==> src/rtl/alu_seq_ctrl_pkg.sv <==
// Shared types and constants for the ALU program sequencer.
// Instruction word layout: {opcode[7:4], A[3:2], B[1:0]}.
package alu_seq_ctrl_pkg;

  typedef enum logic [2:0] {
    StIdle,
    StIssue,
    StExec,
    StWait,
    StDone
  } state_e;

  localparam logic [3:0] OP_AND  = 4'd0;
  localparam logic [3:0] OP_OR   = 4'd1;
  localparam logic [3:0] OP_XOR  = 4'd2;
  localparam logic [3:0] OP_NAND = 4'd3;
  localparam logic [3:0] OP_NOR  = 4'd4;
  localparam logic [3:0] OP_XNOR = 4'd5;
  localparam logic [3:0] OP_SUB  = 4'd6;
  localparam logic [3:0] OP_ADD  = 4'd7;
  localparam logic [3:0] OP_NOT  = 4'd8;
  localparam logic [3:0] OP_MUL  = 4'd9;
  localparam logic [3:0] OP_CMP  = 4'd10;
  localparam logic [3:0] OP_SHL  = 4'd11;
  localparam logic [3:0] OP_SHR  = 4'd12;
  localparam logic [3:0] OP_INC  = 4'd13;
  localparam logic [3:0] OP_DEC  = 4'd14;
  localparam logic [3:0] OP_RSUM = 4'd15;

  localparam int unsigned OP_MSB = 7;
  localparam int unsigned OP_LSB = 4;
  localparam int unsigned A_MSB  = 3;
  localparam int unsigned A_LSB  = 2;
  localparam int unsigned B_MSB  = 1;
  localparam int unsigned B_LSB  = 0;

endpackage

==> src/rtl/alu_seq_ctrl_prescaler.sv <==
// Step prescaler: counts enabled cycles and flags the last of STEP_DIV.
// tc_o is combinational so the caller can advance on the same edge.
module seq_prescaler #(
  parameter int unsigned STEP_DIV = 10_000_000
) (
  input  logic clk,
  input  logic rst,
  input  logic clr_i,
  input  logic en_i,
  output logic tc_o
);

  localparam int unsigned CntW = $clog2(STEP_DIV + 1);

  logic [CntW-1:0] cnt_q, cnt_d;

  assign tc_o = en_i && (cnt_q == CntW'(STEP_DIV - 1));

  always_comb begin
    cnt_d = cnt_q;
    if (clr_i) begin
      cnt_d = '0;
    end else if (en_i) begin
      cnt_d = tc_o ? '0 : cnt_q + CntW'(1);
    end
  end

  always_ff @(posedge clk or posedge rst) begin
    if (rst) begin
      cnt_q <= '0;
    end else begin
      cnt_q <= cnt_d;
    end
  end

endmodule

==> src/rtl/alu_seq_ctrl.sv <==
// Program sequencer for the 2-bit ALU: buffers instructions, issues them
// one per step (prescaler or single-step) and captures each ALU result.
module alu_seq_ctrl
  import alu_seq_ctrl_pkg::*;
#(
  parameter int unsigned DEPTH    = 8,
  parameter int unsigned STEP_DIV = 10_000_000
) (
  input  logic                     clk,
  input  logic                     rst,
  input  logic                     load_en_i,
  input  logic [7:0]               load_data_i,
  input  logic                     clear_i,
  input  logic                     start_i,
  input  logic                     stop_i,
  input  logic                     single_i,
  input  logic                     step_i,
  output logic [3:0]               alu_op_o,
  output logic [1:0]               alu_a_o,
  output logic [1:0]               alu_b_o,
  input  logic [7:0]               alu_result_i,
  output logic [7:0]               result_o,
  output logic                     result_valid_o,
  output logic                     busy_o,
  output logic                     done_o,
  output logic [$clog2(DEPTH):0]   prog_count_o,
  output logic [$clog2(DEPTH)-1:0] pc_o,
  output logic                     load_ovf_o
);

  localparam int unsigned AW = $clog2(DEPTH);
  localparam int unsigned CW = AW + 1;

  state_e          state_q, state_d;
  logic [AW-1:0]   pc_q, pc_d;
  logic [CW-1:0]   cnt_q, cnt_d;
  logic [7:0]      instr_q, instr_d;
  logic [7:0]      result_q, result_d;
  logic            rv_q, rv_d;
  logic            done_q, done_d;
  logic            ovf_q, ovf_d;
  logic            wr_en;
  logic            psc_clr, psc_en, psc_tc;
  logic [AW-1:0]   pc_nxt;
  logic [7:0]      mem_q [DEPTH];

  assign pc_nxt = pc_q + AW'(1);

  seq_prescaler #(
    .STEP_DIV(STEP_DIV)
  ) u_prescaler (
    .clk  (clk),
    .rst  (rst),
    .clr_i(psc_clr),
    .en_i (psc_en),
    .tc_o (psc_tc)
  );

  always_comb begin
    state_d  = state_q;
    pc_d     = pc_q;
    cnt_d    = cnt_q;
    instr_d  = instr_q;
    result_d = result_q;
    rv_d     = 1'b0;
    done_d   = 1'b0;
    ovf_d    = ovf_q;
    wr_en    = 1'b0;
    psc_clr  = 1'b0;
    psc_en   = 1'b0;
    unique case (state_q)
      StIdle: begin
        if (clear_i) begin
          cnt_d = '0;
          ovf_d = 1'b0;
        end else if (load_en_i) begin
          if (cnt_q < CW'(DEPTH)) begin
            wr_en = 1'b1;
            cnt_d = cnt_q + CW'(1);
          end else begin
            ovf_d = 1'b1;
          end
        end else if (start_i && (cnt_q != '0)) begin
          pc_d    = '0;
          instr_d = mem_q[0];
          state_d = StIssue;
        end
      end
      StIssue: begin
        if (stop_i) begin
          pc_d    = '0;
          state_d = StIdle;
        end else begin
          state_d = StExec;
        end
      end
      StExec: begin
        // stop wins over the capture of this step
        if (stop_i) begin
          pc_d    = '0;
          state_d = StIdle;
        end else begin
          result_d = alu_result_i;
          rv_d     = 1'b1;
          if ({1'b0, pc_q} == cnt_q - CW'(1)) begin
            state_d = StDone;
          end else begin
            psc_clr = 1'b1;
            state_d = StWait;
          end
        end
      end
      StWait: begin
        if (stop_i) begin
          pc_d    = '0;
          state_d = StIdle;
        end else begin
          psc_en = !single_i;
          if (single_i ? step_i : psc_tc) begin
            pc_d    = pc_nxt;
            instr_d = mem_q[pc_nxt];
            state_d = StIssue;
          end
        end
      end
      StDone: begin
        done_d  = 1'b1;
        state_d = StIdle;
      end
      default: state_d = StIdle;
    endcase
  end

  always_ff @(posedge clk or posedge rst) begin
    if (rst) begin
      state_q  <= StIdle;
      pc_q     <= '0;
      cnt_q    <= '0;
      instr_q  <= '0;
      result_q <= '0;
      rv_q     <= 1'b0;
      done_q   <= 1'b0;
      ovf_q    <= 1'b0;
    end else begin
      state_q  <= state_d;
      pc_q     <= pc_d;
      cnt_q    <= cnt_d;
      instr_q  <= instr_d;
      result_q <= result_d;
      rv_q     <= rv_d;
      done_q   <= done_d;
      ovf_q    <= ovf_d;
    end
  end

  always_ff @(posedge clk) begin
    if (wr_en) begin
      mem_q[cnt_q[AW-1:0]] <= load_data_i;
    end
  end

  assign alu_op_o       = instr_q[OP_MSB:OP_LSB];
  assign alu_a_o        = instr_q[A_MSB:A_LSB];
  assign alu_b_o        = instr_q[B_MSB:B_LSB];
  assign result_o       = result_q;
  assign result_valid_o = rv_q;
  assign busy_o         = (state_q != StIdle);
  assign done_o         = done_q;
  assign prog_count_o   = cnt_q;
  assign pc_o           = pc_q;
  assign load_ovf_o     = ovf_q;

endmodule

==> config.mk <==
export PLATFORM = sky130hd
export DESIGN_NAME = alu_seq_ctrl
export DESIGN_NICKNAME = d
export VERILOG_FILES = /design/src/rtl/alu_seq_ctrl_pkg.sv /design/src/rtl/alu_seq_ctrl_prescaler.sv /design/src/rtl/alu_seq_ctrl.sv
export SDC_FILE = /design/constraint.sdc
export NUM_CORES = 1
export LEC_CHECK = 0
export ABC_AREA = 1
export BUFFER_PORTS_ARGS = -buffer_cell sky130_fd_sc_hd__buf_2
export CAP_MARGIN = 30
export CORE_MARGIN = 5
export CORE_UTILIZATION = 60
export DETAILED_ROUTE_END_ITERATION = 12
export PLACE_DENSITY = 0.8
export SLEW_MARGIN = 20
export SYNTH_ARGS = -nofsm -noshare
export SYNTH_HDL_FRONTEND = slang
export SYNTH_SLANG_ARGS = --single-unit
==> constraint.sdc <==
create_clock -name clk -period 2.9 [get_ports clk]
set_clock_uncertainty 0.2 [all_clocks]
set_input_delay 0.435 -clock clk [delete_from_list [all_inputs] [get_ports clk]]
set_output_delay 0.435 -clock clk [all_outputs]
set_load 0.05 [all_outputs]
==> results.sh <==
export IMPL_run_status="complete, no violations"
export IMPL_drive_above_1_share_pct=18.2
export IMPL_hp_start="load_data_i[3]"
export IMPL_yosys_warnings=0
export IMPL_vias=4827
export IMPL_yosysMostFrequentCell="nand2_1"
export IMPL_grt_total_usage_pct=25.4
export IMPL_crit_chain="inv_1, ha_1, xnor2_1, nor2_1, nand3_2, nand2_4, nand2_4, inv_6, nand2_1, o21ai_2"
export IMPL_critPathCaptureType="flip-flop"
export IMPL_synth_common_cells="nand2_1 (160), nor2_1 (107), nand3_1 (68), edfxtp_1 (64), dfrtp_1 (53)"
export IMPL_fillers=704
export IMPL_synth_avg_cell_area_sq_um=9.04
export IMPL_cts_clk_slew_worst_paths_ns=0.06
export IMPL_power_density_nw_per_um2=889
export IMPL_grt_util_met3_pct=6.57
export IMPL_fin_util_pct=71.9
export IMPL_gp_congestion=0.945
export IMPL_fp_dieW_um=109
export IMPL_fp_row_count=36
export IMPL_crit_top_cell="nand2_4"
export IMPL_p_sw_mw=2.36
export IMPL_min_delay_path_depth=1
export IMPL_antenna_found_initial=0
export IMPL_hold_end="mem_q[7][3]"
export IMPL_syn_inst=647
export IMPL_r2r_setup_slack_ns=0.43
export IMPL_diodes=0
export IMPL_design_portCount=51
export IMPL_clk_latency_ns=0.52
export IMPL_reg2reg_from="prog_count_o[0]"
export IMPL_fin_ws_ns=0.429
export IMPL_worstSetupPathType="reg2reg"
export IMPL_grt_overflow_total=0
export IMPL_busiest_layer="met2"
export IMPL_r2r_cells=10
export IMPL_ys_flop_type="edfxtp_1"
export IMPL_htree_levels=4
export IMPL_die_h_um=109
export IMPL_grt_pass1_vias=4637
export IMPL_cts_root_buf="clkbuf_8"
export IMPL_slew_viol_final=0
export IMPL_ctsResizeCount=0
export IMPL_ys_seq_elements=117
export IMPL_power_leakage_nw=2.96
export IMPL_cts_tree="built"
export IMPL_start_util_pct=60.7
export IMPL_fmax_mhz=405
export IMPL_synth_yosys_seq_area_share_pct=55.5
export IMPL_hold_violations=0
export IMPL_globalRouteMet1Util_pct=35.5
export IMPL_rsz0062_at_grt="false"
export IMPL_worstReg2RegEnd="u_prescaler.cnt_q[3]"
export IMPL_max_stage_delay_ns=0.45
export IMPL_place_area_sq_um=6230
export IMPL_cts_buffer_depth=2
export IMPL_initialDrtViolationCount=380
export IMPL_instances_no_fill=865
export IMPL_nets=747
export IMPL_pre_cts_ws_ns=0.464
export IMPL_worst_pin_slew_ns=0.690
export IMPL_p_int_mw=3.80
export IMPL_core_sq_um=9640
export IMPL_maxCapViolCount=0
export IMPL_slew_headroom_pct=53.9
export IMPL_crit_start="prog_count_o[0]"
export IMPL_clkPwrFrac_pct=34.0
export IMPL_synth_edf_count=64
export IMPL_dp_hpwl_mm=9.29
export IMPL_syn_num_nets=675
export IMPL_setup_viol=0
export IMPL_finalPower_mw=6.17
export IMPL_synth_top_cell_area_share_pct=32.9
export IMPL_dieArea_sq_um=11800
export IMPL_cts_buffers=17
export IMPL_crit_required_ns=3.15
export IMPL_slowest_stage="dfrtp_1"
export IMPL_synth_area_top_cells="edfxtp_1 (33%), dfrtp_1 (23%), nand2_1 (10%), nor2_1 (6.9%), nand3_1 (5.8%)"
export IMPL_netlist_area_sq_um=5850
export IMPL_yosysUniqueCellTypes=37
export IMPL_cp_max_fo=27
export IMPL_worst_ep_arrival_time_ns=2.72
export IMPL_start_kind="flip-flop"
export IMPL_grt_start_max_net_pins=54
export IMPL_viasPerCell=5.58
export IMPL_dr_pass1_iters=5
export IMPL_dp_cells=822
export IMPL_hold_path_class="in2reg"
export IMPL_final_period_utilization_pct=85.2
export IMPL_portBuffers=50
export IMPL_switching_share_pct=38.3
export IMPL_min_period_ns=2.47
export IMPL_async_flop_share_pct=45.3
export IMPL_grt_pass1_wl_mm=23.0
export IMPL_ir_worst_vdd_uv=648
export IMPL_wire_per_inst_um=15.9
export IMPL_final_antenna_net_count=0
export IMPL_setup_tns_ns=0
export IMPL_clkSinkCount=117
export IMPL_final_area_sq_um=6940
export IMPL_whs_ns=0.00618
export IMPL_drc=0
export IMPL_power_frac_comb_pct=30.8
export IMPL_synth_top_cell_by_area="edfxtp_1"
export IMPL_syn_to_final_growth_pct=18.6
export IMPL_crit_buf_inv=2
export IMPL_seq_power_share_pct=35.2
export IMPL_met2_usage_pct=39.2
export IMPL_wl_mm=13.8
export IMPL_path_delay_family="simple AND/OR/NAND/NOR gates"
## worst max-delay path by stage
stage	slack, ns	endpoint	cells after the start
after CTS	0.45	mem_q[0][6]	5
final	0.43	u_prescaler.cnt_q[3]	10
after global routing	0.24	u_prescaler.cnt_q[9]	10
after detailed placement	0.46	u_prescaler.cnt_q[3]	10
after floorplan	0.32	mem_q[4][0]	5
after global placement	0.57	mem_q[0][0]	5
## power by group through the flow
stage	Sequential (mW)	Clock, mW	Combinational [mW]
after floorplan	2.58	0	1.06
after global placement	2.18	0	1.83
after detailed placement	2.19	0	1.87
after CTS	2.16	2.11	1.90
after global routing	2.20	2.20	2.09
final	2.17	2.10	1.90
## logic make-up after synthesis
kind of cell               Yosys count  share of synthesized area, %
adders and majority gates            4                         0.856
buffers and inverters               63                          4.94
xor gates and xnor gates            23                          3.76
AOI/OAI and AO/OA                   62                          6.22
and+or+nand+nor                    378                          28.7
DFF                                117                          55.5
## registers in the layout, summed over array words and instances (netlist names)
| signal | count |
|---|---|
| mem_q | 64 |
| u_prescaler.cnt_q | 24 |
| instr_q | 8 |
| result_o | 8 |
| prog_count_o | 4 |
| pc_o | 3 |
| state_q | 3 |
| done_o | 1 |
| load_ovf_o | 1 |
| result_valid_o | 1 |
## metal layers
layer	vias to the layer above	part of all wire [%]
li1	2287	-
met1	2311	43
met2	203	47
met3	26	7.8
met4	0	1.7
met5	-	0
## timing repair
item                      in CTS  in global routing
hold buffers                  11                  0
setup buffers                  0                  0
hold endpoints to repair      70                  0
## worst reg2reg max path, delay by kind of cell, from the launching register on
| family | cells | cell delay (ns) |
|---|---|---|
| and+or+nand+nor | 5 | 0.85 |
| AOI/OAI and AO/OA | 1 | 0.06 |
| adders and majority gates | 1 | 0.33 |
| buffers and inverters | 2 | 0.39 |
| DFF | 1 | 0.45 |
| xor gates and xnor gates | 1 | 0.13 |
## cell usage in the layout (no fill, tap or decap), drive strengths merged, types with 3 or more instances in the layout
cell type,count
clkinv,5
nor3,9
clkbuf,19
a21oi,3
o21ai,53
dfrtp,53
dlygate4sd3,11
nand3,71
buf,61
nand2,176
inv,47
edfxtp,64
nand4,7
ha,4
xnor2,4
nand3b,3
nor2,110
bufinv,3
xor2,19
o211ai,5
## cell type report
cell class                      instances  area [sq um]  area share, %
Tap cell                              133           166           2.40
Clock buffer                           19           422           6.08
Inverter                               44           173           2.49
Timing Repair Buffer                   72           443           6.39
Clock inverter                         13           171           2.47
Sequential cell                       117          3250           46.8
Multi-Input combinational cell        467          2310           33.3
Power figures use the tool's default switching activity.
